### src/rtl/crc32_frame_ctrl.sv
// Frame sequencer around a 48-bit-per-cycle CRC-32 (poly 0x04C11DB7, MSB first, no reflection).
// Optional frame check compare port pair is enabled by defining CRC32_FRAME_CHECK_EN.
module crc32_frame_ctrl #(
  parameter logic [31:0] CRC_INIT  = 32'hFFFF_FFFF,
  parameter logic [31:0] XOR_OUT   = 32'hFFFF_FFFF,
  parameter int          MAX_WORDS = 1024,
  parameter int          CNT_W     = 16
) (
  input  logic             clk,
  input  logic             rst_n,
  input  logic             in_valid,
  output logic             in_ready,
  input  logic [47:0]      in_data,
  input  logic             in_sof,
  input  logic             in_eof,
`ifdef CRC32_FRAME_CHECK_EN
  input  logic [31:0]      crc_expect,
  output logic             crc_match,
`endif
  output logic             crc_valid,
  input  logic             crc_ready,
  output logic [31:0]      crc_out,
  output logic [CNT_W-1:0] word_cnt,
  output logic             err_overflow,
  output logic             busy
);

  localparam logic [31:0] POLY = 32'h04C1_1DB7;

  typedef enum logic [1:0] {IDLE, RUN, HOLD} state_t;

  state_t           state_reg;
  logic [31:0]      crc_reg;
  logic [CNT_W-1:0] cnt_reg;
  logic             ovf_reg;
  logic             in_ready_reg;
  logic             crc_valid_reg;
  logic             busy_reg;

  logic             accept;
  logic             load;
  logic [31:0]      crc_seed;
  logic [31:0]      crc_next;
  logic [CNT_W-1:0] cnt_inc;

  assign accept   = in_valid && in_ready_reg;
  // A sof restarts from CRC_INIT in both IDLE and RUN; non-sof beats only count in RUN.
  assign load     = accept && (in_sof || (state_reg == RUN));
  assign crc_seed = (state_reg == RUN && !in_sof) ? crc_reg : CRC_INIT;
  assign cnt_inc  = (cnt_reg == {CNT_W{1'b1}}) ? cnt_reg : cnt_reg + CNT_W'(1);

  // Unrolled bit-serial update, one stage per data bit, MSB of in_data first.
  genvar gi;
  generate
    for (gi = 0; gi < 48; gi++) begin : g_upd
      logic [31:0] prev;
      logic [31:0] nxt;
      logic        fb;
      if (gi == 0) begin : g_seed
        assign prev = crc_seed;
      end else begin : g_chain
        assign prev = g_upd[gi-1].nxt;
      end
      assign fb  = prev[31] ^ in_data[47-gi];
      assign nxt = {prev[30:0], 1'b0} ^ (fb ? POLY : 32'h0);
    end
  endgenerate

  assign crc_next = g_upd[47].nxt;

`ifdef CRC32_FRAME_CHECK_EN
  logic match_reg;
  always_ff @(posedge clk) begin
    if (!rst_n) begin
      match_reg <= 1'b0;
    end else if (load && in_eof) begin
      match_reg <= ((crc_next ^ XOR_OUT) == crc_expect);
    end
  end
  assign crc_match = match_reg;
`endif

  always_ff @(posedge clk) begin
    if (!rst_n) begin
      state_reg     <= IDLE;
      crc_reg       <= CRC_INIT;
      cnt_reg       <= '0;
      ovf_reg       <= 1'b0;
      in_ready_reg  <= 1'b1;
      crc_valid_reg <= 1'b0;
      busy_reg      <= 1'b0;
    end else begin
      case (state_reg)
        IDLE, RUN: begin
          if (load) begin
            crc_reg <= crc_next;
            if (in_sof) begin
              cnt_reg <= CNT_W'(1);
              ovf_reg <= 1'b0;
            end else begin
              cnt_reg <= cnt_inc;
              if (cnt_reg == CNT_W'(MAX_WORDS)) begin
                ovf_reg <= 1'b1;
              end
            end
            busy_reg <= 1'b1;
            if (in_eof) begin
              state_reg     <= HOLD;
              in_ready_reg  <= 1'b0;
              crc_valid_reg <= 1'b1;
            end else begin
              state_reg <= RUN;
            end
          end
        end
        HOLD: begin
          if (crc_ready) begin
            state_reg     <= IDLE;
            in_ready_reg  <= 1'b1;
            crc_valid_reg <= 1'b0;
            busy_reg      <= 1'b0;
          end
        end
        default: begin
          state_reg     <= IDLE;
          in_ready_reg  <= 1'b1;
          crc_valid_reg <= 1'b0;
          busy_reg      <= 1'b0;
        end
      endcase
    end
  end

  assign in_ready     = in_ready_reg;
  assign crc_valid    = crc_valid_reg;
  assign busy         = busy_reg;
  assign crc_out      = crc_reg ^ XOR_OUT;
  assign word_cnt     = cnt_reg;
  assign err_overflow = ovf_reg;

endmodule

### config.mk
export PLATFORM = sky130hd
export DESIGN_NAME = crc32_frame_ctrl
export DESIGN_NICKNAME = d
export VERILOG_FILES = /design/src/rtl/crc32_frame_ctrl.sv
export SDC_FILE = /design/constraint.sdc
export NUM_CORES = 1
export LEC_CHECK = 0
export CAP_MARGIN = 40
export CORE_UTILIZATION = 25
export CTS_BUF_LIST = sky130_fd_sc_hd__clkbuf_4 sky130_fd_sc_hd__clkbuf_8 sky130_fd_sc_hd__clkbuf_16
export CTS_CLUSTER_DIAMETER = 150
export CTS_CLUSTER_SIZE = 24
export DETAILED_ROUTE_END_ITERATION = 8
export PLACE_DENSITY_LB_ADDON = 0.12
export SLEW_MARGIN = 20
export SYNTH_ARGS = -nofsm -noshare
export SYNTH_HDL_FRONTEND = slang
export SYNTH_SLANG_ARGS = --single-unit
### constraint.sdc
create_clock -name clk -period 17.25 [get_ports clk]
set_input_delay 2.5875 -clock clk [delete_from_list [all_inputs] [get_ports clk]]
set_output_delay 2.5875 -clock clk [all_outputs]
set_load 0.02 [all_outputs]
==> results of run 1 <==
## metrics by stage
| step | worst slack (ns) | util (%) | hold WS, ns | instances | instance area (sq um) |
|---|---|---|---|---|---|
| 2_1_floorplan | 9.799 | - | 0.4752 | 707 | 7766 |
| 3_3_place_gp | 8.206 | 30.21 | 0.4733 | 1191 | 9240 |
| 3_5_place_dp | 8.312 | 30.31 | 0.4674 | 1194 | 9270 |
| 4_1_cts | 8.584 | 30.78 | 0.4900 | 1202 | 9417 |
| 5_1_grt | 8.305 | 30.78 | 0.5263 | 1202 | 9417 |
| 6_report | 8.591 | 30.78 | 0.4868 | 1202 | 9417 |
## metal layers
layer | vias to the layer above | track usage, % | part of all wire (%)
met2 | 112 | 26.75 | 47
met1 | 2468 | 22.64 | 47
met5 | - | 0 | 0
met3 | 18 | 1.939 | 3.8
li1 | 2520 | - | -
met4 | 0 | 3.884 | 2.0
## Yosys cell counts, types with 3 or more instances
| master | n |
|---|---|
| o21ai_0 | 10 |
| nand2_1 | 33 |
| a31oi_1 | 3 |
| nor2_1 | 44 |
| o21ai_1 | 5 |
| xnor2_1 | 207 |
| xnor2_4 | 11 |
| xor2_1 | 71 |
| nor3_1 | 4 |
| and3_1 | 3 |
| dfxtp_1 | 54 |
| inv_1 | 36 |
| a21oi_1 | 3 |
| clkbuf_1 | 17 |
| xor2_2 | 8 |
| nor4b_2 | 8 |
| xor3_2 | 3 |
| buf_6 | 3 |
| nor4b_1 | 20 |
| nand4_1 | 4 |
| xnor3_2 | 11 |
| xnor2_2 | 26 |
| xor2_4 | 6 |
| o211ai_1 | 20 |
| xor3_1 | 5 |
| xnor3_1 | 61 |
| and2_1 | 4 |
| nand3_1 | 5 |
## cell families (layout without fill, tap and decap cells)
kind of cell / after synthesis / after routing / synth area share, %
muxes: 1 / 1 / 0.1450
AOI/OAI and AO/OA: 47 / 47 / 3.979
and+or+nand+nor: 136 / 136 / 10.42
DFF: 54 / 54 / 13.92
buffers and inverters: 58 / 157 / 3.158
xor gates and xnor gates: 409 / 409 / 68.05
adders and majority gates: 2 / 2 / 0.3222
## cells in the final DEF (no fill, tap or decap), drive strengths merged, types with 2 or more instances in the layout
cell type / n
o211ai: 20
clkdlybuf4s50: 104
nor4b: 30
nor4: 2
nand4: 4
o21ai: 15
nor2: 44
nor3: 4
a21boi: 2
buf: 7
or3: 2
clkinv: 2
nand3: 5
and2: 4
xor2: 85
clkdlybuf4s15: 2
and3: 3
a21oi: 3
xnor3: 72
dfxtp: 54
xnor2: 244
nor2b: 2
or3b: 2
inv: 36
a31oi: 3
ha: 2
xor3: 8
nand2: 33
clkbuf: 6
## tightest hold or removal path, delay by kind of cell (launching register included)
family             cells  cell delay (ns)
AOI/OAI and AO/OA      1             0.05
DFF                    1             0.34
and+or+nand+nor        1             0.07
## worst paths after layout
| path | to | slack, ns | start | cells past startpoint |
|---|---|---|---|---|
| setup / recovery | crc_reg[12]$_SDFFE_PN1P_ | 8.59 | in_sof | 15 |
| hold / removal | err_overflow$_SDFFE_PN0P_ | 0.49 | err_overflow$_SDFFE_PN0P_ | 2 |
| setup reg to reg | crc_reg[12]$_SDFFE_PN1P_ | 10.48 | state_reg[0]$_SDFFE_PN0P_ | 15 |
| hold reg to reg | err_overflow$_SDFFE_PN0P_ | 0.49 | err_overflow$_SDFFE_PN0P_ | 2 |
## layout make-up
cell class | instances | share of cell area (%)
Timing Repair Buffer | 113 | 11.83
Sequential cell | 54 | 11.48
Inverter | 36 | 1.435
Clock buffer | 6 | 1.408
Clock inverter | 2 | 0.1462
Multi-Input combinational cell | 595 | 68.44
Tap cell | 396 | 5.262
==> impl_metrics.py, run 1 <==
metrics = {
    "outcome": {
        "status": "finished, final reports clean",
    },
    "clock_network": {
        "clk_latency_ns": 0.30,
        "cts_setup_buffers": 0,
        "cts_buffers": 5,
        "ctsLongestPathBuffers": 2,
        "clkSinkCount": 54,
        "clockRootBuffer": "clkbuf_16",
        "tritoncts": "built",
        "path_clk_slew_ns": 0.07,
        "cts_hold_buf": 0,
        "htree_levels": 2,
        "ctsResizeCount": 0,
    },
    "detailed_routing": {
        "viasPerCell": 4.258,
        "via_count": 5118,
        "firstDrtPassIters": 4,
        "ant_nets": 0,
        "drtIter0Drc": 271,
        "drc": 0,
        "wl_mm": 25.39,
        "detail_route.wl_per_cell_um": 21.12,
    },
    "place": {
        "gp_congestion": 0.7799,
        "portBuffers": 105,
        "hpwl_mm": 21.04,
    },
    "final_layout": {
        "synthToLayoutAreaGrowth_pct": 21.25,
        "antennaDiodeCount": 0,
        "fill_cells": 3164,
        "multiInputGateArea_sq_um": 6445,
        "drive_gt1_share_pct": 11.91,
        "largest_reg_flops": 32,
        "fin_nets": 861,
        "regArea_sq_um": 1081,
    },
    "setup_path": {
        "cp_num_buf_inv": 1,
        "path_cells": "buf_2 > nor4b_1 > xnor2_2 > xnor3_1 > xor2_1 > xor2_1 > xnor3_1 > xor2_1 > xnor3_2 > xnor2_1 > xnor3_1 > xnor3_1 > xnor3_1 > nand2_1 > o211ai_1",
        "crit_path_frequent_cell": "xnor3_1",
        "crit_type": "input pin to flop",
        "worstSetupStartpointType": "input pin",
        "arrival_ns": 8.82,
        "crit_required_ns": 17.41,
        "critPathSlowestCell": "xnor3_1",
        "worstSetupEndpointType": "flop",
        "cp_top_family": "XOR/XNOR gates",
        "cpPeakStageDelay_ns": 0.65,
        "crit_fanout": 33,
    },
    "sta": {
        "setup_tns_ns": 0,
        "fin_skew_ns": 0.005205,
        "fmax_mhz": 115.5,
        "rsz0062_at_grt": "no",
        "tightest_slew_ns": 0.8394,
        "hold_viol": 0,
        "slew_viol_final": 0,
        "finalCriticalPeriod_ns": 8.659,
        "finalSetupViolCount": 0,
        "finalCritPeriodShare_pct": 50.20,
        "max-slew-margin-rel_pct": 44.04,
    },
    "synthesis": {
        "synth_top_area_share_pct": 23.34,
        "synthArstFlopShare_pct": 0,
        "synth-main-ff-cell": "dfxtp_1",
        "synth_cell_types": 43,
        "synth_seq_cells": 54,
        "synth_top_area_cell": "xnor2_1",
        "synth_edf_count": 0,
        "syn_nets": 763,
        "netlist_area_sq_um": 7766,
        "avgSynthCellArea_sq_um": 10.98,
        "ys_seq_area_share_pct": 13.92,
        "yosys-top-cells-area": "xnor2_1, xnor3_1, dfxtp_1, xor2_1, xnor2_2",
        "syn_inst": 707,
        "synth-warning-count": 0,
    },
    "grt": {
        "track_usage_pct": 16.29,
        "grt_pass1_vias": 5396,
        "grt_max_degree": 45,
        "antenna_found_initial": 0,
        "grt_pass1_wl_mm": 36.85,
        "grt-ovfl-total": 0,
    },
    "floorplanning": {
        "die_w_um": 178.3,
        "initial_core_util_pct": 25.39,
        "core-area_sq_um": 30590,
        "io_pins": 106,
        "die-area_sq_um": 31770,
        "num_rows": 64,
        "die_h_um": 178.3,
    },
    "worst_hold_path": {
        "min_path_type": "flop to flop",
    },
    "run": {
        "drv_cap": 0,
    },
}
Power of run 1 is not shown: default switching activity piles up to over one toggle a cycle in this logic, so the estimate is an artifact.
==> run 2: changes to the inputs <==
==> constraint.sdc (replaced) <==
create_clock -name clk -period 7.5 [get_ports clk]
set_input_delay 1.125 -clock clk [delete_from_list [all_inputs] [get_ports clk]]
set_output_delay 1.125 -clock clk [all_outputs]
set_load 0.02 [all_outputs]
==> run 2 against run 1 <==
Core utilization rose by 0.51 points. Wire length fell by 0.98%. Hold slack improved by 0.011 ns.
==> impl_metrics.py, run 2 (synthesized netlist as in run 1, its figures left out) <==
metrics = {
    "outcome": {
        "status": "finished, final reports clean",
    },
    "place": {
        "gp_congestion": 0.7861,
        "hpwl_mm": 21.20,
        "portBuffers": 105,
        "dp.cells": 1215,
    },
    "clock_network": {
        "htree_levels": 2,
        "cts_buffers": 5,
        "clockRootBuffer": "clkbuf_16",
        "cts_hold_buf": 0,
        "clk_latency_ns": 0.29,
        "ctsResizeCount": 0,
        "cts_setup_buffers": 0,
        "path_clk_slew_ns": 0.07,
        "clkSinkCount": 54,
        "tritoncts": "built",
        "ctsLongestPathBuffers": 2,
    },
    "grt": {
        "track_usage_pct": 16.10,
        "grt_pass1_vias": 5308,
        "grt_max_degree": 45,
        "grt-ovfl-total": 0,
        "grt_pass1_wl_mm": 36.63,
        "antenna_found_initial": 0,
    },
    "setup_path": {
        "startpoint": "in_sof",
        "rr_startpoint": "state_reg[1]$_SDFFE_PN0P_",
        "crit_type": "input pin to flop",
        "cpPeakStageDelay_ns": 0.60,
        "crit_fanout": 12,
        "reg2regPathDepth": 15,
        "worstSetupEndpointType": "flop",
        "critPathSlowestCell": "xnor2_1",
        "worstSetupStartpointType": "input pin",
        "arrival_ns": 6.95,
        "crit_required_ns": 7.65,
        "path_cells": "buf_2 > buf_4 > nor4b_1 > xnor2_2 > buf_4 > xnor2_2 > buf_4 > xnor2_1 > xor2_2 > xnor3_1 > xor2_1 > xnor3_2 > xnor3_1 > xnor3_2 > xor2_4 > xnor3_1 > nand2_1 > o211ai_1",
    },
    "final_layout": {
        "drive_gt1_share_pct": 14.15,
        "layout_commonest_cell": "xnor2_1",
        "largest_reg_flops": 32,
        "final_cells": 1223,
        "antennaDiodeCount": 0,
        "fin_nets": 882,
        "synthToLayoutAreaGrowth_pct": 23.25,
        "final_cell_mix": "xnor2_1, clkdlybuf4s50_1, xor2_1",
        "utilization_pct": 31.29,
    },
    "detailed_routing": {
        "detail_route.wl_per_cell_um": 20.56,
        "via_count": 5133,
        "firstDrtPassIters": 4,
        "wl_mm": 25.14,
        "drc": 0,
        "ant_nets": 0,
        "viasPerCell": 4.197,
        "drtIter0Drc": 304,
    },
    "floorplanning": {
        "num_rows": 64,
        "die-area_sq_um": 31770,
        "initial_core_util_pct": 25.39,
        "core-area_sq_um": 30590,
        "io_pins": 106,
        "die_h_um": 178.3,
        "die_w_um": 178.3,
    },
    "sta": {
        "tightest_slew_ns": 0.7874,
        "setup_tns_ns": 0,
        "slew_viol_final": 0,
        "finalCriticalPeriod_ns": 6.798,
        "rsz0062_at_grt": "no",
        "finalSetupViolCount": 0,
        "finalCritPeriodShare_pct": 90.64,
        "whs_ns": 0.4980,
        "max-slew-margin-rel_pct": 47.25,
        "fin_skew_ns": 0.003706,
        "hold_viol": 0,
        "fmax_mhz": 147.1,
    },
    "worst_hold_path": {
        "hold_depth": 2,
        "hp-start": "err_overflow$_SDFFE_PN0P_",
        "min_path_type": "flop to flop",
    },
    "run": {
        "drv_cap": 0,
    },
}
==> run 2: path summary, 6_finish.rpt <==
path / slack (ns) / to
setup / recovery: 0.70 / crc_reg[12]$_SDFFE_PN1P_
hold / removal: 0.50 / err_overflow$_SDFFE_PN0P_
setup reg to reg: 1.03 / crc_reg[12]$_SDFFE_PN1P_
hold reg to reg: 0.50 / err_overflow$_SDFFE_PN0P_
==> run 2: worst max-delay path: cells and delay by family <==
family / cells / cell delay, ns
AOI/OAI and AO/OA: 1 / 0.08
xor gates and xnor gates: 11 / 4.40
buffers and inverters: 4 / 0.82
and+or+nand+nor: 2 / 0.51
==> run 2: metal layers <==
metal	GRT usage, %	up-vias	part of all wire (%)
li1	-	2564	-
met1	22.91	2470	48
met2	27.68	94	48
met3	1.087	5	3.0
met4	1.059	0	0.23
met5	0	-	0
==> run 2: final cells by class <==
cell class / count / area [sq um]
inverter: 36 / 135.1
clock inverter: 1 / 5.005
clock buffer: 7 / 146.4
multi-input combinational: 595 / 6445
sequential: 54 / 1081
tap: 396 / 495.5
timing repair buffer: 134 / 1264
fill: 3206 / 21020
==> run 2: per-stage QoR <==
stage | cell area (sq um) | setup WS [ns]
after floorplan | 7766 | 1.512
after global placement | 9413 | 0.3045
after detailed placement | 9420 | 0.3563
after CTS | 9572 | 0.6402
after global routing | 9572 | 0.4223
final | 9572 | 0.7017
Power of run 2 is left out for the same reason.
